--- config.mk ---
export PLATFORM = sky130hd
export DESIGN_NAME = dmac_rd_burst_gen_flat
export DESIGN_NICKNAME = d
export VERILOG_FILES = /design/src/rtl/dmac_rd_burst_gen_if.sv /design/src/rtl/dmac_rd_burst_gen.sv /design/src/flat_wrapper.sv
export SDC_FILE = /design/constraint.sdc
export NUM_CORES = 1
export LEC_CHECK = 0
export CAP_MARGIN = 15
export CORE_MARGIN = 2
export CORE_UTILIZATION = 57
export CTS_CLUSTER_SIZE = 12
export DETAILED_ROUTE_END_ITERATION = 8
export MAX_ROUTING_LAYER = met4
export PLACE_DENSITY_LB_ADDON = 0.2
export REMOVE_ABC_BUFFERS = 1
export SLEW_MARGIN = 10
export SYNTH_ARGS = -nofsm -noshare
export SYNTH_HDL_FRONTEND = slang
export SYNTH_SLANG_ARGS = --single-unit
export TNS_END_PERCENT = 20
--- constraint.sdc ---
create_clock -name clk -period 11.93 [get_ports clk]
set_clock_uncertainty 0.05 [all_clocks]
set_input_delay 1.193 -clock clk [delete_from_list [all_inputs] [get_ports clk]]
set_output_delay 1.193 -clock clk [all_outputs]
set_load 0.005 [all_outputs]
--- src/rtl/dmac_rd_burst_gen_if.sv ---
// Bundles for the read burst generator: the controller-facing request channel
// and the AXI4 read-address channel.
interface dmac_rd_req_if #(
  parameter int unsigned ADDR_WD = 32
);
  logic               rd_req_valid;
  logic               rd_req_ack;
  logic [ADDR_WD-1:0] rd_req_addr;
  logic [1:0]         rd_req_burst;
  logic [ADDR_WD-1:0] rd_req_length;
  logic [2:0]         rd_req_size;
  logic [ADDR_WD-1:0] rd_req_next_addr;
  logic [ADDR_WD-1:0] rd_req_next_length;
  logic               rd_req_done;

  modport master (
    output rd_req_valid, rd_req_addr, rd_req_burst, rd_req_length, rd_req_size,
    input  rd_req_ack, rd_req_next_addr, rd_req_next_length, rd_req_done
  );

  modport slave (
    input  rd_req_valid, rd_req_addr, rd_req_burst, rd_req_length, rd_req_size,
    output rd_req_ack, rd_req_next_addr, rd_req_next_length, rd_req_done
  );
endinterface

interface dmac_axi_ar_if #(
  parameter int unsigned ADDR_WD = 32
);
  logic               m_axi_arvalid;
  logic               m_axi_arready;
  logic [ADDR_WD-1:0] m_axi_araddr;
  logic [7:0]         m_axi_arlen;
  logic [2:0]         m_axi_arsize;
  logic [1:0]         m_axi_arburst;

  modport master (
    output m_axi_arvalid, m_axi_araddr, m_axi_arlen, m_axi_arsize, m_axi_arburst,
    input  m_axi_arready
  );

  modport slave (
    input  m_axi_arvalid, m_axi_araddr, m_axi_arlen, m_axi_arsize, m_axi_arburst,
    output m_axi_arready
  );
endinterface

--- src/rtl/dmac_rd_burst_gen.sv ---
// Carves one AXI4 AR burst (capped by MAX_BURST_LEN beats and the 4 KB page)
// from a channel read request and tracks outstanding read bursts.
module dmac_rd_burst_gen #(
  parameter int unsigned ADDR_WD            = 32,
  parameter int unsigned DATA_WD            = 32,
  parameter int unsigned MAX_BURST_LEN      = 16,
  parameter int unsigned RD_MAX_OUTSTANDING = 8,
  localparam int unsigned OUT_WD            = $clog2(RD_MAX_OUTSTANDING) + 1
) (
  input  logic               clk,
  input  logic               rst,
  dmac_rd_req_if.slave       rd_req,
  dmac_axi_ar_if.master      m_axi_ar,
  input  logic               r_last_hs,
  output logic               rd_resp_valid,
  output logic [OUT_WD-1:0]  outstanding
);

  localparam int unsigned STRB_WD  = DATA_WD / 8;
  localparam logic [2:0]  SIZE_MAX = 3'($clog2(STRB_WD));
  localparam logic [1:0]  BURST_FIXED = 2'd0;
  localparam logic [1:0]  BURST_INCR  = 2'd1;

  typedef enum logic [1:0] {IDLE, CALC, ADDR, ACK} state_t;

  state_t             state;
  logic [ADDR_WD-1:0] addr_q;
  logic [ADDR_WD-1:0] len_q;
  logic [1:0]         burst_q;
  logic [2:0]         size_q;

  logic               arvalid_q;
  logic [ADDR_WD-1:0] araddr_q;
  logic [7:0]         arlen_q;
  logic [2:0]         arsize_q;
  logic [1:0]         arburst_q;
  logic               ack_q;
  logic [ADDR_WD-1:0] next_addr_q;
  logic [ADDR_WD-1:0] next_len_q;
  logic               done_q;

  // Burst arithmetic on the latched request
  logic               is_fixed;
  logic [2:0]         sz;
  logic [ADDR_WD-1:0] size_mask;
  logic [ADDR_WD-1:0] off;
  logic [ADDR_WD-1:0] max_bytes;
  logic [ADDR_WD-1:0] cap_burst;
  logic [ADDR_WD-1:0] cap_page;
  logic [ADDR_WD-1:0] bytes_c;
  logic [ADDR_WD-1:0] beats_c;
  logic [7:0]         arlen_c;

  always_comb begin
    is_fixed  = (burst_q == BURST_FIXED);
    sz        = (size_q > SIZE_MAX) ? SIZE_MAX : size_q;
    size_mask = (ADDR_WD'(1) << sz) - ADDR_WD'(1);
    off       = addr_q & size_mask;
    max_bytes = ADDR_WD'(MAX_BURST_LEN) << sz;
    cap_burst = max_bytes - off;
    cap_page  = ADDR_WD'(13'h1000 - {1'b0, addr_q[11:0]});
    bytes_c   = '0;
    beats_c   = '0;
    if (is_fixed) begin
      bytes_c = (len_q < max_bytes) ? len_q : max_bytes;
      beats_c = (bytes_c + size_mask) >> sz;
    end else begin
      // WRAP requests are carved exactly like INCR
      bytes_c = len_q;
      if (cap_burst < bytes_c) bytes_c = cap_burst;
      if (cap_page < bytes_c)  bytes_c = cap_page;
      beats_c = (off + bytes_c + size_mask) >> sz;
    end
    arlen_c = 8'(beats_c - ADDR_WD'(1));
  end

  always_ff @(posedge clk or posedge rst) begin
    if (rst) begin
      state       <= IDLE;
      addr_q      <= '0;
      len_q       <= '0;
      burst_q     <= '0;
      size_q      <= '0;
      arvalid_q   <= 1'b0;
      araddr_q    <= '0;
      arlen_q     <= '0;
      arsize_q    <= '0;
      arburst_q   <= '0;
      ack_q       <= 1'b0;
      next_addr_q <= '0;
      next_len_q  <= '0;
      done_q      <= 1'b0;
    end else begin
      ack_q <= 1'b0;
      unique case (state)
        IDLE: begin
          if (rd_req.rd_req_valid) begin
            addr_q  <= rd_req.rd_req_addr;
            len_q   <= rd_req.rd_req_length;
            burst_q <= rd_req.rd_req_burst;
            size_q  <= rd_req.rd_req_size;
            state   <= CALC;
          end
        end
        CALC: begin
          if (len_q == '0) begin
            next_addr_q <= addr_q;
            next_len_q  <= '0;
            done_q      <= 1'b1;
            ack_q       <= 1'b1;
            state       <= ACK;
          end else if (outstanding < OUT_WD'(RD_MAX_OUTSTANDING)) begin
            araddr_q    <= addr_q;
            arlen_q     <= arlen_c;
            arsize_q    <= sz;
            arburst_q   <= is_fixed ? BURST_FIXED : BURST_INCR;
            next_addr_q <= is_fixed ? addr_q : addr_q + bytes_c;
            next_len_q  <= len_q - bytes_c;
            done_q      <= (len_q == bytes_c);
            arvalid_q   <= 1'b1;
            state       <= ADDR;
          end
        end
        ADDR: begin
          if (m_axi_ar.m_axi_arready) begin
            arvalid_q <= 1'b0;
            ack_q     <= 1'b1;
            state     <= ACK;
          end
        end
        ACK: state <= IDLE;
        default: state <= IDLE;
      endcase
    end
  end

  logic ar_hs;
  assign ar_hs = arvalid_q & m_axi_ar.m_axi_arready;

  // Counter saturates at both ends; a stray RLAST at zero is ignored
  always_ff @(posedge clk or posedge rst) begin
    if (rst) begin
      outstanding   <= '0;
      rd_resp_valid <= 1'b0;
    end else begin
      rd_resp_valid <= r_last_hs;
      if (ar_hs && !r_last_hs && outstanding < OUT_WD'(RD_MAX_OUTSTANDING))
        outstanding <= outstanding + OUT_WD'(1);
      else if (!ar_hs && r_last_hs && outstanding != '0)
        outstanding <= outstanding - OUT_WD'(1);
    end
  end

  assign m_axi_ar.m_axi_arvalid = arvalid_q;
  assign m_axi_ar.m_axi_araddr  = araddr_q;
  assign m_axi_ar.m_axi_arlen   = arlen_q;
  assign m_axi_ar.m_axi_arsize  = arsize_q;
  assign m_axi_ar.m_axi_arburst = arburst_q;

  assign rd_req.rd_req_ack         = ack_q;
  assign rd_req.rd_req_next_addr   = next_addr_q;
  assign rd_req.rd_req_next_length = next_len_q;
  assign rd_req.rd_req_done        = done_q;

endmodule

--- src/flat_wrapper.sv ---
// flat-port wrapper written by rule: the top's interface ports become plain ports
module dmac_rd_burst_gen_flat 
#(
  parameter int unsigned ADDR_WD            = 32,
  parameter int unsigned DATA_WD            = 32,
  parameter int unsigned MAX_BURST_LEN      = 16,
  parameter int unsigned RD_MAX_OUTSTANDING = 8,
  localparam int unsigned OUT_WD            = $clog2(RD_MAX_OUTSTANDING) + 1
)
  (clk, rst, r_last_hs, rd_resp_valid, outstanding, rd_req_rd_req_valid, rd_req_rd_req_addr, rd_req_rd_req_burst, rd_req_rd_req_length, rd_req_rd_req_size, rd_req_rd_req_ack, rd_req_rd_req_next_addr, rd_req_rd_req_next_length, rd_req_rd_req_done, m_axi_ar_m_axi_arvalid, m_axi_ar_m_axi_araddr, m_axi_ar_m_axi_arlen, m_axi_ar_m_axi_arsize, m_axi_ar_m_axi_arburst, m_axi_ar_m_axi_arready);
  dmac_rd_req_if #(.ADDR_WD(ADDR_WD)) rd_req_i ();
  dmac_axi_ar_if #(.ADDR_WD(ADDR_WD)) m_axi_ar_i ();
  input  logic clk;
  input  logic rst;
  input  logic r_last_hs;
  output logic rd_resp_valid;
  output logic [OUT_WD-1:0] outstanding;
  input wire logic [$bits(rd_req_i.rd_req_valid)-1:0] rd_req_rd_req_valid;
  input wire logic [$bits(rd_req_i.rd_req_addr)-1:0] rd_req_rd_req_addr;
  input wire logic [$bits(rd_req_i.rd_req_burst)-1:0] rd_req_rd_req_burst;
  input wire logic [$bits(rd_req_i.rd_req_length)-1:0] rd_req_rd_req_length;
  input wire logic [$bits(rd_req_i.rd_req_size)-1:0] rd_req_rd_req_size;
  output wire logic [$bits(rd_req_i.rd_req_ack)-1:0] rd_req_rd_req_ack;
  output wire logic [$bits(rd_req_i.rd_req_next_addr)-1:0] rd_req_rd_req_next_addr;
  output wire logic [$bits(rd_req_i.rd_req_next_length)-1:0] rd_req_rd_req_next_length;
  output wire logic [$bits(rd_req_i.rd_req_done)-1:0] rd_req_rd_req_done;
  output wire logic [$bits(m_axi_ar_i.m_axi_arvalid)-1:0] m_axi_ar_m_axi_arvalid;
  output wire logic [$bits(m_axi_ar_i.m_axi_araddr)-1:0] m_axi_ar_m_axi_araddr;
  output wire logic [$bits(m_axi_ar_i.m_axi_arlen)-1:0] m_axi_ar_m_axi_arlen;
  output wire logic [$bits(m_axi_ar_i.m_axi_arsize)-1:0] m_axi_ar_m_axi_arsize;
  output wire logic [$bits(m_axi_ar_i.m_axi_arburst)-1:0] m_axi_ar_m_axi_arburst;
  input wire logic [$bits(m_axi_ar_i.m_axi_arready)-1:0] m_axi_ar_m_axi_arready;
  assign rd_req_i.rd_req_valid = rd_req_rd_req_valid;
  assign rd_req_i.rd_req_addr = rd_req_rd_req_addr;
  assign rd_req_i.rd_req_burst = rd_req_rd_req_burst;
  assign rd_req_i.rd_req_length = rd_req_rd_req_length;
  assign rd_req_i.rd_req_size = rd_req_rd_req_size;
  assign rd_req_rd_req_ack = rd_req_i.rd_req_ack;
  assign rd_req_rd_req_next_addr = rd_req_i.rd_req_next_addr;
  assign rd_req_rd_req_next_length = rd_req_i.rd_req_next_length;
  assign rd_req_rd_req_done = rd_req_i.rd_req_done;
  assign m_axi_ar_m_axi_arvalid = m_axi_ar_i.m_axi_arvalid;
  assign m_axi_ar_m_axi_araddr = m_axi_ar_i.m_axi_araddr;
  assign m_axi_ar_m_axi_arlen = m_axi_ar_i.m_axi_arlen;
  assign m_axi_ar_m_axi_arsize = m_axi_ar_i.m_axi_arsize;
  assign m_axi_ar_m_axi_arburst = m_axi_ar_i.m_axi_arburst;
  assign m_axi_ar_i.m_axi_arready = m_axi_ar_m_axi_arready;
  dmac_rd_burst_gen #(.ADDR_WD(ADDR_WD), .DATA_WD(DATA_WD), .MAX_BURST_LEN(MAX_BURST_LEN), .RD_MAX_OUTSTANDING(RD_MAX_OUTSTANDING)) u_core (.clk(clk), .rst(rst), .rd_req(rd_req_i), .m_axi_ar(m_axi_ar_i), .r_last_hs(r_last_hs), .rd_resp_valid(rd_resp_valid), .outstanding(outstanding));
endmodule
# Word level (Yosys, flattened, before mapping)
# Cells that the tools add are included.
[totals]
ff_bits = 188
output_inout_bits = 117
elab_cells = 96
[op_classes]
addsub = 11
order_cmp = 5
eq_ne = 9
shifts = 4
muxes = 30
bitwise = 3
reduce_logical = 18
[ops]
columns = ["cell", "n"]
rows = [
  ["32-bit two-way mux", 11],
  ["32-bit adder", 4],
  ["32-bit less-than comparator", 3],
  ["32-bit by 3-bit right shift with 8-bit output", 2],
  ["32-bit subtractor", 2],
  ["32-bit AND", 1],
  ["32-bit equality test", 1],
  ["32-bit zero test", 1],
  ["1-bit by 3-bit << shifter with 32-bit output (first input constant)", 1],
  ["5-bit by 3-bit << shifter with 32-bit output (first input constant)", 1],
  ["32-bit by 2-bit subtractor with 32-bit output (second input constant)", 1],
  ["13-bit by 12-bit subtractor with 14-bit output (first input constant)", 1],
  ["1-bit two-way mux", 8],
  ["2-bit two-way mux", 4],
  ["4-bit two-way mux", 2],
  ["8-bit two-way mux", 1],
  ["2-bit case mux with 4 select lines", 1],
  ["8-bit by 1-bit subtractor with 8-bit output (second input constant)", 1],
  ["2-bit inequality test (second input constant)", 3],
  ["3-bit AND reduction", 2],
  ["2-bit nonzero test", 3],
  ["4-bit by 1-bit adder with 4-bit output (second input constant)", 1],
  ["2-bit equality test (second input constant)", 2],
  ["1-bit logical AND", 4],
  ["15 further kinds", 19],
]

# Longest topological paths before layout
# Gate-level depths: netlist (run 1).
[depth]
ltp_word = 17
ltp_mapped = 45
depth_no_buf = 44

# Least setup slack after synthesis (run 1)
# Ideal clock, no wire load.
[synth_timing]
path_type = "register -> register"
startpoint = "register u_core.size_q[1]"
endpoint = "register u_core.next_len_q[30] (netlist: u_core.rd_req.rd_req_next_length[30])"
setup_ps = 146
t_arrival_ps = 8965
path_slack_ps = 2769
stages_incl_launch_ff = 43
period_less_slack_ps = 9161
path_cell_list = "dfrtp_1 > nor2_1 > clkinv_1 > ha_1 > and3_1 > a221oi_2 > o211a_1 > or2_1 > buf_2 > nand3b_1 > xnor2_1 > ha_1 > a21o_1 > a21oi_1 > a211oi_1 > o21ai_0 > o211ai_4 > buf_2 > (+7 left out) > a2111oi_0 > mux2i_1 > clkbuf_1 > nor2_1 > a31oi_1 > o21ai_1 > ha_1 > fa_1 > nor2b_1 > o21ai_0 > a211o_1 > a31oi_2 > a31o_2 > o2111ai_1 > a311o_1 > o311ai_1 > mux2i_1 > o311ai_0"
[synth_between]
elab_chain_cells = 16
elab_cells_between_ends = 19
classes_between = "add/sub: 3; order compare: 4; shift: 2; mux: 9; bitwise: 1"
[synth_lines]
columns = ["element", "line_no", "text"]
rows = [
  ["start, declared", "dmac_rd_burst_gen.sv:30", "logic [2:0] size_q;"],
  ["start signal, assigned", "dmac_rd_burst_gen.sv:101", "size_q <= rd_req.rd_req_size;"],
  ["3-bit by 2-bit > comparator with 1-bit output", "dmac_rd_burst_gen.sv:56", "sz = (size_q > SIZE_MAX) ? SIZE_MAX : size_q;"],
  ["3-bit two-way mux (*)", "dmac_rd_burst_gen.sv:56", ""],
  ["1-bit by 3-bit << shifter with 32-bit output", "dmac_rd_burst_gen.sv:57", "size_mask = (ADDR_WD'(1) << sz) - ADDR_WD'(1);"],
  ["32-bit by 2-bit subtractor with 32-bit output", "dmac_rd_burst_gen.sv:57", ""],
  ["32-bit AND", "dmac_rd_burst_gen.sv:58", "off = addr_q & size_mask;"],
  ["32-bit subtractor", "dmac_rd_burst_gen.sv:60", "cap_burst = max_bytes - off;"],
  ["32-bit less-than comparator", "dmac_rd_burst_gen.sv:70", "if (cap_burst < bytes_c) bytes_c = cap_burst;"],
  ["32-bit two-way mux", "dmac_rd_burst_gen.sv:70", ""],
  ["32-bit two-way mux", "dmac_rd_burst_gen.sv:64", "if (is_fixed) begin"],
  ["32-bit less-than comparator", "dmac_rd_burst_gen.sv:71", "if (cap_page < bytes_c) bytes_c = cap_page;"],
  ["32-bit two-way mux", "dmac_rd_burst_gen.sv:71", ""],
  ["32-bit two-way mux", "dmac_rd_burst_gen.sv:64", ""],
  ["32-bit two-way mux (*)", "dmac_rd_burst_gen.sv:64", ""],
  ["32-bit subtractor (*)", "dmac_rd_burst_gen.sv:118", "next_len_q <= len_q - bytes_c;"],
  ["32-bit two-way mux (*)", "dmac_rd_burst_gen.sv:112", "end else if (outstanding < OUT_WD'(RD_MAX_OUTSTANDING)) begin"],
  ["32-bit two-way mux (*)", "dmac_rd_burst_gen.sv:106", "if (len_q == '0) begin"],
  ["end signal, assigned", "dmac_rd_burst_gen.sv:118", ""],
  ["end, declared", "dmac_rd_burst_gen.sv:39", "logic [ADDR_WD-1:0] next_len_q;"],
]
# Every way passes the cells marked *; elsewhere a longest branch is shown, timed or not. The select of a mux whose other input is x is not followed.
# A chain may end at the register's enable or synchronous reset.

# Worst setup path in the final report (run 1)
[layout_timing]
startpoint = "register u_core.size_q[0]"
endpoint = "register u_core.next_addr_q[23] (netlist: u_core.rd_req.rd_req_next_addr[23])"
[layout_between]
elab_chain_cells = 17
elab_cells_between_ends = 20
classes_between = "add/sub: 3; order compare: 4; shift: 2; mux: 10; bitwise: 1"
[layout_lines]
columns = ["element", "line_no", "text"]
rows = [
  ["3-bit by 2-bit > comparator with 1-bit output", "dmac_rd_burst_gen.sv:56", ""],
  ["3-bit two-way mux (*)", "dmac_rd_burst_gen.sv:56", ""],
  ["1-bit by 3-bit << shifter with 32-bit output", "dmac_rd_burst_gen.sv:57", ""],
  ["32-bit by 2-bit subtractor with 32-bit output", "dmac_rd_burst_gen.sv:57", ""],
  ["32-bit AND", "dmac_rd_burst_gen.sv:58", ""],
  ["32-bit subtractor", "dmac_rd_burst_gen.sv:60", ""],
  ["32-bit less-than comparator", "dmac_rd_burst_gen.sv:70", ""],
  ["32-bit two-way mux", "dmac_rd_burst_gen.sv:70", ""],
  ["32-bit two-way mux", "dmac_rd_burst_gen.sv:64", ""],
  ["32-bit less-than comparator", "dmac_rd_burst_gen.sv:71", ""],
  ["32-bit two-way mux", "dmac_rd_burst_gen.sv:71", ""],
  ["32-bit two-way mux", "dmac_rd_burst_gen.sv:64", ""],
  ["32-bit two-way mux (*)", "dmac_rd_burst_gen.sv:64", ""],
  ["32-bit adder (*)", "dmac_rd_burst_gen.sv:117", "next_addr_q <= is_fixed ? addr_q : addr_q + bytes_c;"],
  ["32-bit two-way mux (*)", "dmac_rd_burst_gen.sv:117", ""],
  ["32-bit two-way mux (*)", "dmac_rd_burst_gen.sv:112", ""],
  ["32-bit two-way mux (*)", "dmac_rd_burst_gen.sv:106", ""],
  ["end signal, assigned", "dmac_rd_burst_gen.sv:107", "next_addr_q <= addr_q;"],
  ["end signal, assigned", "dmac_rd_burst_gen.sv:117", ""],
  ["end, declared", "dmac_rd_burst_gen.sv:38", "logic [ADDR_WD-1:0] next_addr_q;"],
]
# Marked as above.

==> results by group, run 1 <==
Yosys
  • Cells after synthesis: 1643
  • Cell Area, Synth: 14500 um^2
  • Flops & latches, synth: 187
  • YS warnings: 0
  • Sequential fraction of the synthesis area: 0.3228
  • Synth unique cells: 83
  • Post-synth top flop: dfrtp_1
  • Post-synth EDFFs: 0
  • Syn Area/Cell: 8.824 um^2
  • FFs w/ async S/R, synth: 1.000

Routing
  • Initial DRC Count: 1060
  • Drt first pass iters: 6
  • Post-DR vias/cell: 5.829
  • DRT Wirelength: 40790 um
  • DRC viols: 0
  • DR WL/cell: 18.42 um
  • Antenna-violating nets left: 0
  • Vias: 12905

Job
  • Max_cap viols: 0

Timing
  • Count of final setup violators: 0
  • Worst slew pin tran: 1039 ps
  • Final Slew Violations: 0
  • Rel. slew slack: 0.3076
  • Final period util: 0.8899
  • Hold Violations, Final: 0
  • Fmax: 0.09419 GHz
  • TNS Setup: 0 ps
  • Unrepaired setup endpoints after global routing: false
  • Final hold slack: 428.0 ps
  • Fin crit period: 10620 ps

Layout
  • Most common cell after layout, fill and taps aside: nand2_1
  • Layout cell share with drive strength beyond 1: 0.08227
  • Most frequent cells in the layout: nand2_1, clkdlybuf4s50_1, dfrtp_1, ha_1, o21ai_0
  • Area growth syn-to-layout: 20.86%
  • Fin area: 17520 um^2
  • NumNets Final: 2106
  • Antenna diode count: 0

CTS
  • CTS tree: yes
  • Longest Clk Path Bufs: 2
  • CTS Hold Bufs: 0
  • H-tree depth: 4
  • Skew-Pair Late Insertion Delay: 450 ps
  • Worst-path clk slew: 80 ps
  • Clock Tree Root: clkbuf_16
  • CTS resizes: 0
  • Clk sinks: 187
  • Post-CTS Setup Bufs: 0
  • Number of CTS-inserted buffers: 17

Critical path
  • CP startpoint kind: register
  • Max FO, Critical Path: 17
  • RR Endpoint: u_core.rd_req.rd_req_next_addr[23]
  • Slowest CP cell: o211ai_4
  • Arr. time, crit path: 10890 ps
  • Kind of critical path: register to register
  • Worst path required time: 12200 ps
  • Reg2reg path depth: 41
  • R2R Setup Slk: 1310 ps
  • Crit path capture type: register
  • Crit-path max cell delay: 620 ps
  • RR Startpoint: u_core.size_q[0]
  • Crit-path most repeated cell: a21o_1

GRT
  • Largest net degree at the start of global routing: 120
  • Total GRT Usage: 0.3176
  • Vias in the first global route: 12509
  • Initial antenna violation count: 0
  • Gr ovfl total: 0
  • First-pass GRT wire length: 64970 um

Floorplanning
  • Num ports: 191
  • Core Region: 25110 um^2
  • Die Ht: 163.5 um
  • Die ar.: 26730 um^2
  • DIE WIDTH: 163.5 um
  • Initial Util: 0.5774
  • Site Rows: 58

Power and ir drop
  • PwrDens: 356.3 nW/um^2
  • Leakage: 8.238 nW
  • Worst vdd ir: 0.0002274 V

Hold path
  • WHS Path Cells: 2
  • HP Class: register to register
  • Critical hold path startpoint: u_core.m_axi_ar.m_axi_araddr[8]
  • Worst hold endpoint: u_core.m_axi_ar.m_axi_araddr[8]

Placement
  • Placed instance area: 16930 um^2
  • DP HPWL: 30900 um
  • Number of port buffers: 189
  • Routability congestion estimate: 1.009

Outcome
  • Outcome: finished clean
-- through the flow --
| stage | setup slack, ps | power, mW | utilization | cells |
|---|---|---|---|---|
| after floorplan | 1454 | 4.251 | - | 1653 |
| after global placement | 1683 | 5.467 | 0.6741 | 2182 |
| after detailed placement | 1473 | 5.547 | 0.6741 | 2182 |
| after CTS | 1421 | 6.176 | 0.6978 | 2214 |
| after global routing | 428.9 | 6.795 | 0.6978 | 2214 |
| final | 1313 | 6.243 | 0.6978 | 2214 |
-- where the power goes --
part,internal [mW],switching [mW],leakage [nW],total (mW)
logic,1.95,2.41,5.66,4.36
clock network,0.285,0.305,0.289,0.590
registers,0.937,0.357,2.29,1.29
total,3.18,3.07,8.24,6.24
-- registers in the layout, indices dropped and copies added (netlist names) --
name and count:
u_core.burst_q 2, u_core.state 2, u_core.len_q 32, u_core.m_axi_ar.m_axi_arlen 8, u_core.outstanding 4, u_core.rd_req.rd_req_ack 1
u_core.m_axi_ar.m_axi_arsize 3, u_core.m_axi_ar.m_axi_arvalid 1, u_core.m_axi_ar.m_axi_araddr 32, u_core.addr_q 32, u_core.size_q 3, u_core.m_axi_ar.m_axi_arburst 1
u_core.rd_req.rd_req_next_length 32, u_core.rd_resp_valid 1, u_core.rd_req.rd_req_next_addr 32, u_core.rd_req.rd_req_done 1
-- routing by layer --
layer | global-route usage | share of wire
met1 | 0.4207 | 0.45
met2 | 0.5109 | 0.47
met3 | 0.03987 | 0.059
met4 | 0.09888 | 0.026
met5 | - | 0
-- Yosys cell counts, types with 14 or more instances --
| master | instances | area share |
|---|---|---|
| fa_1 | 14 | 0.019 |
| nor4_1 | 14 | 0.0060 |
| nand3_1 | 32 | 0.011 |
| xor2_1 | 43 | 0.026 |
| o21ai_1 | 19 | 0.0066 |
| mux2_2 | 77 | 0.060 |
| mux2i_1 | 20 | 0.014 |
| xnor2_1 | 48 | 0.029 |
| ha_1 | 147 | 0.13 |
| o21a_1 | 14 | 0.0072 |
| a211oi_1 | 21 | 0.011 |
| inv_1 | 92 | 0.024 |
| nor3_1 | 29 | 0.010 |
| nor2_1 | 97 | 0.025 |
| o21ai_0 | 113 | 0.039 |
| dfrtp_1 | 187 | 0.32 |
| a21o_1 | 46 | 0.024 |
| a21oi_1 | 96 | 0.033 |
| clkbuf_1 | 43 | 0.011 |
| nand4_1 | 15 | 0.0065 |
| nand2_1 | 258 | 0.067 |
-- worst max path at each step --
stage | from | to | slack (ps) | cells past startpoint
after global placement | u_core.size_q[0] | u_core.rd_req.rd_req_next_length[30] | 1680 | 42
after CTS | u_core.size_q[0] | u_core.rd_req.rd_req_next_length[30] | 1420 | 42
after floorplan | u_core.size_q[1] | u_core.m_axi_ar.m_axi_arlen[6] | 1450 | 40
after detailed placement | u_core.size_q[0] | u_core.rd_req.rd_req_next_length[30] | 1470 | 42
final | u_core.size_q[0] | u_core.rd_req.rd_req_next_addr[23] | 1310 | 41
after global routing | u_core.size_q[0] | u_core.rd_req.rd_req_next_addr[28] | 430 | 42
-- worst max-delay path: cells and delay by family, from the launching register on --
kind / cells / cell delay, ps
adder cells (fa/ha/maj): 4 / 1220
multiplexers: 4 / 1280
AO/OA/AOI/OAI: 26 / 6070
flip-flops: 1 / 610
AND/OR/NAND/NOR: 4 / 770
buffers and inverters: 3 / 500
-- cell type report --
class / instances / area [um^2]
Multi-Input combinational cell: 1373 / 9509
Fill cell: 2105 / 7587
Sequential cell: 187 / 4679
Timing Repair Buffer: 199 / 1967
Clock buffer: 17 / 425.4
Tap cell: 330 / 412.9
Inverter: 93 / 356.6
Clock inverter: 15 / 171.4
-- logic make-up after synthesis --
kind of cell | synth area share
AOI/OAI and AO/OA | 0.1856
muxes | 0.07517
buffers and inverters | 0.04056
DFF | 0.3228
adders and majority gates | 0.1462
and+or+nand+nor | 0.1742
other | 0.0005180
xor gates and xnor gates | 0.05498
No activity file was read; power rests on OpenSTA's default activity.
==> run 2, diff against run 1 <==
--- a/config.mk
+++ b/config.mk
@@ -6,10 +6,11 @@
 export NUM_CORES = 1
 export LEC_CHECK = 0
 export CAP_MARGIN = 15
-export CORE_MARGIN = 2
+export CORE_MARGIN = 1.5
 export CORE_UTILIZATION = 57
-export CTS_CLUSTER_SIZE = 12
+export CTS_CLUSTER_SIZE = 10
 export DETAILED_ROUTE_END_ITERATION = 8
+export GPL_ROUTABILITY_DRIVEN = 0
 export MAX_ROUTING_LAYER = met4
 export PLACE_DENSITY_LB_ADDON = 0.2
 export REMOVE_ABC_BUFFERS = 1
==> run 2 against run 1 <==
Count of clock-buffer cells in the layout grew 1. Final cell count is essentially flat. Register-to-register slack lost 300 ps. Highest routed layer unchanged.
==> results by group, run 2 (synthesis results as in run 1) <==
Critical path
  • Worst Path Buf+Inv: 3 (unchanged)
  • Top delay family on crit path: compound AO/OA/AOI/OAI gates
  • RR Startpoint: u_core.size_q[0]
  • Worst path required time: 12240 ps (+40 ps)
  • Arr. time, crit path: 11230 ps (+340 ps)
  • Crit path capture type: register
  • Slowest CP cell: o211ai_4
  • R2R Setup Slk: 1010 ps (-300 ps)
  • Reg2reg path depth: 42 (+2.4%)
  • CP startpoint kind: register
  • Max FO, Critical Path: 22 (+5)
  • Crit-path max cell delay: 620 ps (about the same)
  • Kind of critical path: register to register
  • Crit-path most repeated cell: a21o_1
  • RR Endpoint: u_core.rd_req.rd_req_next_addr[28]

Timing
  • Final period util: 0.9152 (+0.02530)
  • Final hold slack: 427.6 ps (-0.4050 ps)
  • Final Slew Violations: 0 (unchanged)
  • Fmax: 0.09159 GHz (-2.8%)
  • Unrepaired setup endpoints after global routing: false
  • Count of final setup violators: 0 (unchanged)
  • Hold Violations, Final: 0 (unchanged)
  • TNS Setup: 0 ps (unchanged)
  • Fin crit period: 10920 ps (+301.9 ps)
  • Rel. slew slack: 0.3037 (-0.003846)
  • Worst slew pin tran: 1044 ps (+5.769 ps)

Floorplanning
  • Num ports: 191 (unchanged)
  • Site Rows: 58 (unchanged)
  • Core Region: 25040 um^2 (-0.29%)
  • Initial Util: 0.5791 (+0.001674)
  • DIE WIDTH: 162.5 um (-0.61%)
  • Die ar.: 26400 um^2 (-1.2%)
  • Die Ht: 162.5 um (-0.61%)

Routing
  • Antenna-violating nets left: 0 (unchanged)
  • Vias: 13050 (+1.1%)
  • DRT Wirelength: 39370 um (-3.5%)
  • DRC viols: 0 (unchanged)
  • Post-DR vias/cell: 5.897 (+1.2%)
  • Initial DRC Count: 1072 (+1.1%)
  • Drt first pass iters: 7 (+1)
  • DR WL/cell: 17.79 um (-3.4%)

CTS
  • CTS resizes: 0 (unchanged)
  • CTS Hold Bufs: 0 (unchanged)
  • Number of CTS-inserted buffers: 17 (unchanged)
  • CTS tree: yes
  • Longest Clk Path Bufs: 2 (unchanged)
  • Skew-Pair Late Insertion Delay: 460 ps (about the same)
  • Worst-path clk slew: 80 ps (about the same)
  • Clock Tree Root: clkbuf_16
  • H-tree depth: 4 (unchanged)
  • Clk sinks: 187 (unchanged)
  • Post-CTS Setup Bufs: 0 (unchanged)

Job
  • Max_cap viols: 0 (unchanged)

Layout
  • Antenna diode count: 0 (unchanged)
  • Most common cell after layout, fill and taps aside: nand2_1
  • Finished Core Util: 0.7000 (+0.002123)
  • Most frequent cells in the layout: nand2_1, clkdlybuf4s50_1, dfrtp_1, ha_1, o21ai_0
  • Layout cell share with drive strength beyond 1: 0.08178 (-0.0004874)
  • Area growth syn-to-layout: 20.88% (about the same)
  • Fin area: 17520 um^2 (about the same)
  • NumNets Final: 2105 (-0.047%)

Hold path
  • HP Class: register to register
  • Worst hold endpoint: u_core.m_axi_ar.m_axi_araddr[5]
  • Critical hold path startpoint: u_core.m_axi_ar.m_axi_araddr[5]
  • WHS Path Cells: 2 (unchanged)

GRT
  • Largest net degree at the start of global routing: 117 (-2.5%)
  • Initial antenna violation count: 0 (unchanged)
  • First-pass GRT wire length: 63540 um (-2.2%)
  • Gr ovfl total: 0 (unchanged)
  • Vias in the first global route: 12708 (+1.6%)
  • Total GRT Usage: 0.3112 (-0.006352)

Placement
  • Placed instance area: 16920 um^2 (about the same)
  • Number of port buffers: 189 (unchanged)
  • DP HPWL: 29260 um (-5.3%)

Outcome
  • Outcome: finished clean
## run 2: worst max-delay path by stage
stage | startpoint | end | slack (ps) | cells past startpoint
floorplan | u_core.size_q[1] | u_core.m_axi_ar.m_axi_arlen[6] | 1450 | 40
global placement | u_core.size_q[0] | u_core.m_axi_ar.m_axi_arlen[7] | 1840 | 40
detailed placement | u_core.size_q[0] | u_core.rd_req.rd_req_next_length[30] | 1370 | 42
CTS | u_core.size_q[0] | u_core.rd_req.rd_req_next_addr[28] | 1290 | 42
global route | u_core.size_q[0] | u_core.rd_req.rd_req_next_addr[28] | 320 | 42
finish | u_core.size_q[0] | u_core.rd_req.rd_req_next_addr[28] | 1010 | 42
## run 2: metrics by stage
| stage | worst slack, ps | cells |
|---|---|---|
| 2_1_floorplan | 1454 | 1653 |
| 3_3_place_gp | 1841 | 2181 |
| 3_5_place_dp | 1372 | 2181 |
| 4_1_cts | 1288 | 2213 |
| 5_1_grt | 324.4 | 2213 |
| 6_report | 1011 | 2213 |
## run 2: cell type report
type | count | area [um^2]
Tap cell | 330 | 412.9
Clock buffer | 18 | 439.2
Clock inverter | 14 | 167.7
Inverter | 93 | 356.6
Fill cell | 2005 | 7512
Sequential cell | 187 | 4679
Timing Repair Buffer | 198 | 1959
Multi-Input combinational cell | 1373 | 9509
## run 2: routing by layer
metal | routed length (um) | track usage | vias up
met5 | 0 | - | -
met4 | 1321 | 0.1205 | 0
li1 | - | - | 6240
met1 | 17340 | 0.4066 | 6211
met3 | 2534 | 0.04151 | 111
met2 | 18170 | 0.4930 | 488
## run 2: worst min-delay path, stage by stage (launching register included)
cell	delay [ps]
dfrtp_1	350
nand2_1	50
nand2_1	50
Power of run 2 is left out: the tool's default activity adds up to more than one toggle a clock period on the data nets, which glitch-free logic cannot reach.
==> run 3, diff against run 2 <==
==> constraint.sdc (replaced) <==
create_clock -name clk -period 11.93 [get_ports clk]
set_clock_uncertainty 0.05 [all_clocks]
set_input_delay 1.7895 -clock clk [delete_from_list [all_inputs] [get_ports clk]]
set_output_delay 1.7895 -clock clk [all_outputs]
set_load 0.005 [all_outputs]
==> results of run 3 <==
Same layout as run 2 (identical final DEF). Status: finished clean.
Power of run 3 is left out for the same reason.
